**src/rtl/mul_sequencer.sv**
```systemverilog
// mul_sequencer: iterative shift-and-add multiplier for the RV32M MUL instruction.
// One partial product is accumulated per RUN cycle. The pipeline is stalled
// while a multiply is pending or running. The result is the low 32 bits of the
// product.
// Optional build macro MUL_EARLY_TERM_EN: leave RUN as soon as the remaining
// multiplier bits are all zero. The result is the same; only the latency changes.

module mul_sequencer (
  input  logic        clk,
  input  logic        rst_n,
  input  logic        mul_req,
  input  logic [31:0] op_a,
  input  logic [31:0] op_b,
  output logic        stall,
  output logic        busy,
  output logic        done,
  output logic [31:0] result
);

  typedef enum logic [1:0] {
    S_IDLE = 2'b00,
    S_RUN  = 2'b01,
    S_DONE = 2'b10
  } state_t;

  state_t      state_q, state_d;
  logic [31:0] acc_q, acc_d;
  logic [31:0] mcand_q, mcand_d;
  logic [31:0] mplier_q, mplier_d;
  logic [4:0]  count_q, count_d;

  // One shift-and-add iteration, computed from the current register values
  logic [31:0] step_acc_s;
  logic [31:0] step_mcand_s;
  logic [31:0] step_mplier_s;
  logic [4:0]  step_count_s;
  logic        step_last_s;

  // Compute the accumulate/shift values for a single RUN iteration
  always_comb begin
    step_acc_s    = acc_q;
    step_mcand_s  = mcand_q << 1;
    step_mplier_s = mplier_q >> 1;
    step_count_s  = count_q;
    step_last_s   = 1'b0;
    if (mplier_q[0]) begin
      step_acc_s = acc_q + mcand_q;
    end else begin
      step_acc_s = acc_q;
    end
    // The count saturates at 31, because the FSM leaves RUN after that iteration
    if (count_q == 5'd31) begin
      step_count_s = count_q;
      step_last_s  = 1'b1;
    end else begin
      step_count_s = count_q + 5'd1;
      step_last_s  = 1'b0;
    end
  end

  // Next-state and datapath update for the IDLE/RUN/DONE sequencer
  always_comb begin
    state_d  = state_q;
    acc_d    = acc_q;
    mcand_d  = mcand_q;
    mplier_d = mplier_q;
    count_d  = count_q;
    case (state_q)
      S_IDLE: begin
        if (mul_req) begin
          state_d  = S_RUN;
          mcand_d  = op_a;
          mplier_d = op_b;
          acc_d    = 32'd0;
          count_d  = 5'd0;
        end else begin
          state_d = S_IDLE;
        end
      end
      S_RUN: begin
`ifdef MUL_EARLY_TERM_EN
        if (mplier_q == 32'd0) begin
          // No multiplier bits remain, so later iterations would add nothing
          state_d = S_DONE;
        end else begin
          acc_d    = step_acc_s;
          mcand_d  = step_mcand_s;
          mplier_d = step_mplier_s;
          count_d  = step_count_s;
          if (step_last_s) begin
            state_d = S_DONE;
          end else begin
            state_d = S_RUN;
          end
        end
`else
        acc_d    = step_acc_s;
        mcand_d  = step_mcand_s;
        mplier_d = step_mplier_s;
        count_d  = step_count_s;
        if (step_last_s) begin
          state_d = S_DONE;
        end else begin
          state_d = S_RUN;
        end
`endif
      end
      S_DONE: begin
        state_d = S_IDLE;
      end
      default: begin
        state_d = S_IDLE;
      end
    endcase
  end

  // State and datapath registers with synchronous active-low reset
  always_ff @(posedge clk) begin
    if (!rst_n) begin
      state_q  <= S_IDLE;
      acc_q    <= 32'd0;
      mcand_q  <= 32'd0;
      mplier_q <= 32'd0;
      count_q  <= 5'd0;
    end else begin
      state_q  <= state_d;
      acc_q    <= acc_d;
      mcand_q  <= mcand_d;
      mplier_q <= mplier_d;
      count_q  <= count_d;
    end
  end

  // Status is decoded from the state register. All outputs are forced quiet while reset is held.
  // stall must respond in the same cycle as a request from IDLE, so it also depends on mul_req.
  assign stall  = rst_n & (((state_q == S_IDLE) & mul_req) | (state_q == S_RUN));
  assign busy   = rst_n & (state_q == S_RUN);
  assign done   = rst_n & (state_q == S_DONE);
  assign result = rst_n ? acc_q : 32'd0;

endmodule

```
**config.mk**
```make
export PLATFORM = sky130hd
export DESIGN_NAME = mul_sequencer
export DESIGN_NICKNAME = d
export VERILOG_FILES = /design/src/rtl/mul_sequencer.sv
export SDC_FILE = /design/constraint.sdc
export NUM_CORES = 1
export LEC_CHECK = 0
export ABC_CLOCK_PERIOD_IN_PS = 3100
export BUFFER_PORTS_ARGS = -buffer_cell sky130_fd_sc_hd__clkbuf_2
export CORE_ASPECT_RATIO = 0.5
export CORE_UTILIZATION = 57
export DETAILED_ROUTE_END_ITERATION = 7
export PLACE_DENSITY = 0.8
export SYNTH_ARGS = -nofsm -noshare
export SYNTH_HDL_FRONTEND = slang
export SYNTH_SLANG_ARGS = --single-unit
```
**constraint.sdc**
```tcl
create_clock -name clk -period 3.1 [get_ports clk]
set_clock_uncertainty 0.05 [all_clocks]
set_input_delay 0.31 -clock clk [delete_from_list [all_inputs] [get_ports clk]]
set_output_delay 0.31 -clock clk [all_outputs]
set_load 0.01 [all_outputs]
```
Yosys cells after proc, flatten, opt, wreduce, memory -nomap -nowiden
Index checks and enable logic that the tools add are counted.
- memory bits (read-only): 0
- bits in latches: 0
- memories kept: 0
- RAM bits: 0
- logic and storage cells: 38
- register bits: 103
- bits of input ports: 67
- $lt $le $gt $ge: 0
- reduce and logical (&&, ||, !) cells: 5
- divide/modulo/power cells: 0
- add/subtract/negate cells: 2
- mux-type cells: 15
- bitwise operators: 5
- shift-type cells: 0
- multipliers: 0
- eq/ne operators: 6
- operators with widths (cell ; count):
    32-bit case mux with 2 select lines ; 3
    32-bit two-way mux ; 5
    32-bit adder ; 1
    5-bit two-way mux ; 2
    5-bit case mux with 2 select lines ; 1
    2-bit inequality test (second input constant) ; 3
    3-bit AND reduction ; 2
    5-bit by 1-bit adder with 5-bit output (second input constant) ; 1
    5-bit == test (second input constant) ; 1
    1-bit bitwise AND ; 4
    2-bit case mux with 2 select lines ; 1
    2-bit by 1-bit == test with 1-bit output (second input constant) ; 1
    2-bit == test (second input constant) ; 1
    2-bit zero test ; 1
    1-bit two-way mux ; 2
    2-bit two-way mux ; 1
    2-bit AND reduction ; 1
    2-bit nonzero test ; 1
    1-bit bitwise OR ; 1

Depth between registers and ports, before layout
- depth after elaboration: 4
- gate-level depth with buffers: 10
- gate-level depth less buffers: 10

Worst setup path before layout
OpenSTA, ideal clock, no wires.
- kind: register to register
- from: register mcand_q[0]
- to: register acc_q[30]
- slack: 0.838 ns
- buffers on the path: 0
- library setup time: 0.119 ns
- cell stages (with the launch flop): 11
- data arrival time: 2.092 ns
- cell sequence: dfxtp_1 ha_1 inv_1 fa_1 nor2b_1 o21ai_1 a21oi_1 nor2_1 o31ai_1 o311a_1 nand3_1
- cells in the longest elaborated chain, start to end: 3
- RTL lines (item ; line ; text):
    from (decl) ; 28 ; logic [31:0] mcand_q, mcand_d;
    from (signal assigned) ; 128 ; mcand_q <= mcand_d;
    32-bit adder ; 47 ; step_acc_s = acc_q + mcand_q;
    32-bit two-way mux ; 46 ; if (mplier_q[0]) begin
    32-bit case mux with 2 select lines ; 68 ; case (state_q)
    to (signal assigned) ; 121 ; acc_q <= 32'd0;
    to (signal assigned) ; 127 ; acc_q <= acc_d;
    to (decl) ; 27 ; logic [31:0] acc_q, acc_d;
Every way passes these cells. The select of a mux whose other input is x is not followed.
A chain may end at the register's enable or synchronous reset.

Final worst setup path
Ends and elaborated chain as after synthesis.

==> metrics.yaml <==
status: "finished clean"
p_per_area_nw_per_um2: 450
synth.distinct_cells: 53
yosysMostFrequentCell: "nand2_1"
sw_frac_of_total: 0.288
end_kind: "flop"
avgRoutedWirePerCell_um: 15.7
syn_area_sq_um: 6220
cts-root-buf: "clkbuf_16"
syn_inst: 804
crit_path_max_fanout: 4
vdd_drop_max_mv: 0.276
grt_max_degree: 107
synth_fp_nets: 905
clkPwrFrac: 0.374
track_usage: 0.287
cts_buffers: 9
crit_start: "mcand_q[0]$_SDFFE_PN0P_"
area_delta_synth_final_pct: 13.3
ys_seq_area_frac: 0.332
total_power_w: 0.00317
fmax_mhz: 369
die_height_um: 75.9
cts_hold_buf: 0
antenna_cells: 0
synth_common_cells: "185 x nand2_1, 103 x dfxtp_1, 69 x nand3_1"
first_global_vias: 5258
via_per_inst: 5.94
route.detailed.drc: 0
die-area_sq_um: 11400
r2r_end: "acc_q[30]$_SDFFE_PN0P_"
clock_latency_ps: 360
multi_input_area_sq_um: 3870
power.internal_w: 0.00225
period_minus_slack_ps: 2710
clock_path_buffers: 2
r2r-start: "mcand_q[0]$_SDFFE_PN0P_"
cts_resized: 0
hold_viol: 0
min_from: "op_b[31]"
via_count: 5990
ys_ff_latch: 103
tns_ps: 0
layout.nets: 964
yosys.area_share.simple: 0.261
relSlewSlack: 0.350
syn_avg_cell_area_sq_um: 7.73
synthArstFlopShare: 0
io_pins: 102
antenna_found_initial: 0
drtIter0Drc: 378
drt.antenna.violating_nets: 0
postLayoutCoreUtil: 0.677
sequentialPowerShare: 0.466
htreeDepth: 3
ys.flop_type: "dfxtp_1"
first_pass_iters: 5
place.gp.congestion: 0.962
drv_cap: 0
synthMuxAreaShare: 0.00161
start_util: 0.597
clkTransAtPathRegs_ps: 70
slew_violations: 0
rsz0062_at_grt: "false"
wl_mm: 15.9
critPathKind: "flop to flop"
worst_pin_slew_ps: 976
hp-class: "primary input to flop"
portBuffers: 101
reg2regPathDepth: 10
yosys_warnings: 0
drive_gt1_frac: 0.153
placementRows: 26
die_w_um: 150
yosys.area.top_type: "dfxtp_1"
cts_setup_buffers: 0
whs_endpoint: "mplier_q[31]$_SDFFE_PN0P_"
setup_violations: 0
required_ps: 3290
synth_top_family_by_area: "simple AND/OR/NAND/NOR gates"
core_area_sq_um: 10400
synth_area_leaders: "dfxtp_1 33%, nand2_1 11%, o211a_1 10%"
numClockSinks: 103
synth_edf_count: 0
cts_tree: "yes"
critical_path_arrival_ps: 2900
power_switching_w: 0.000914
dp_hpwl_mm: 11.2
hold_path_depth: 3
min_period_over_period: 0.874
register_area_sq_um: 2060
fill_cells: 902
overflow: 0
crit_path_start_kind: "flop"
synthAdderAreaFrac: 0.0696
power.leakage_nw: 3.57
yosysTopAreaCellShare: 0.332
combPwrFrac: 0.160
grt_pass1_wl_mm: 25.4
synth_xor_area_frac: 0.0366
synth_compound_area_frac: 0.251
r2r_setup_slack_ps: 390
==> routing by layer <==
| layer | track usage | part of all wire | wire length (um) |
|---|---|---|---|
| met1 | 0.392 | 0.47 | 7400 |
| met2 | 0.466 | 0.45 | 7090 |
| met3 | 0.0659 | 0.076 | 1200 |
| met4 | 0.0696 | 0.011 | 179 |
| met5 | 0 | 0 | 0 |
==> flip-flops by register name, indices dropped and copies added (netlist names) <==
| signal | cells |
|---|---|
| count_q | 5 |
| state_q | 2 |
| acc_q | 32 |
| mcand_q | 32 |
| mplier_q | 32 |
==> worst max-delay path by stage <==
stage / end / slack [ps]
6_report: acc_q[30]$_SDFFE_PN0P_ / 390
5_1_grt: acc_q[26]$_SDFFE_PN0P_ / 110
4_1_cts: acc_q[30]$_SDFFE_PN0P_ / 380
3_5_place_dp: acc_q[30]$_SDFFE_PN0P_ / 430
3_3_place_gp: acc_q[30]$_SDFFE_PN0P_ / 570
2_1_floorplan: acc_q[30]$_SDFFE_PN0P_ / 840
==> area by class of cell <==
cell class	count	area share
Multi-Input combinational cell	621	0.549
Clock inverter	6	0.0108
Inverter	19	0.0101
Sequential cell	103	0.293
Timing Repair Buffer	109	0.0802
Tap cell	140	0.0249
Clock buffer	10	0.0325
==> layout by cell type, fill, tap and decap left out, types with 3 or more instances in the layout <==
master     count
buf_4          8
o21bai_1       7
o211a_1       62
and2_1        33
xor2_1        12
o21ai_1        8
ha_1          33
nand4_1       17
nor3_1         5
o21ai_0       35
nor2b_1        7
a31oi_1        5
or4_1          5
nand3_1       69
o211ai_1       5
o31ai_1        6
o311a_1        3
xnor2_1       14
inv_1         19
a21boi_0       3
nor2_1        16
dfxtp_1      103
clkbuf_2     100
clkbuf_16      9
a21oi_1       42
a21o_1         7
and3_1         6
o22a_1         3
nand2_1      183
==> critical path, cell delays in order, from the launching register on <==
cell	delay [ps]
dfxtp_1	360
ha_1	170
inv_1	50
fa_1	390
nor2b_1	200
o21ai_1	110
a21oi_1	280
nor2_1	170
o31ai_1	500
o311a_1	240
nand3_1	70
==> cells by family (layout without fill, tap and decap cells) <==
kind of cell / after synthesis / in the layout
AO/OA/AOI/OAI: 208 / 208
XOR/XNOR: 26 / 26
adder cells (fa/ha/maj): 34 / 34
buffers and inverters: 80 / 144
flip-flops: 103 / 103
multiplexers: 1 / 1
AND/OR/NAND/NOR: 352 / 352
==> metrics by stage <==
step / area, sq um / std cells / setup WS [ps] / hold slack, ps
final: 7050 / 1008 / 389 / 165
after detailed placement: 6740 / 992 / 429 / 432
after floorplan: 6220 / 804 / 838 / 395
after global routing: 7050 / 1008 / 107 / 179
after CTS: 7050 / 1008 / 383 / 160
after global placement: 6740 / 992 / 566 / 413
==> power by group through the flow <==
stage          clock, W  combinational (W)  sequential, W
2_1_floorplan         0           0.000376        0.00148
3_3_place_gp          0           0.000487        0.00150
3_5_place_dp          0           0.000499        0.00150
4_1_cts         0.00120           0.000505        0.00147
5_1_grt         0.00125           0.000568        0.00148
6_report        0.00119           0.000508        0.00148
Power figures use the tool's default switching activity.
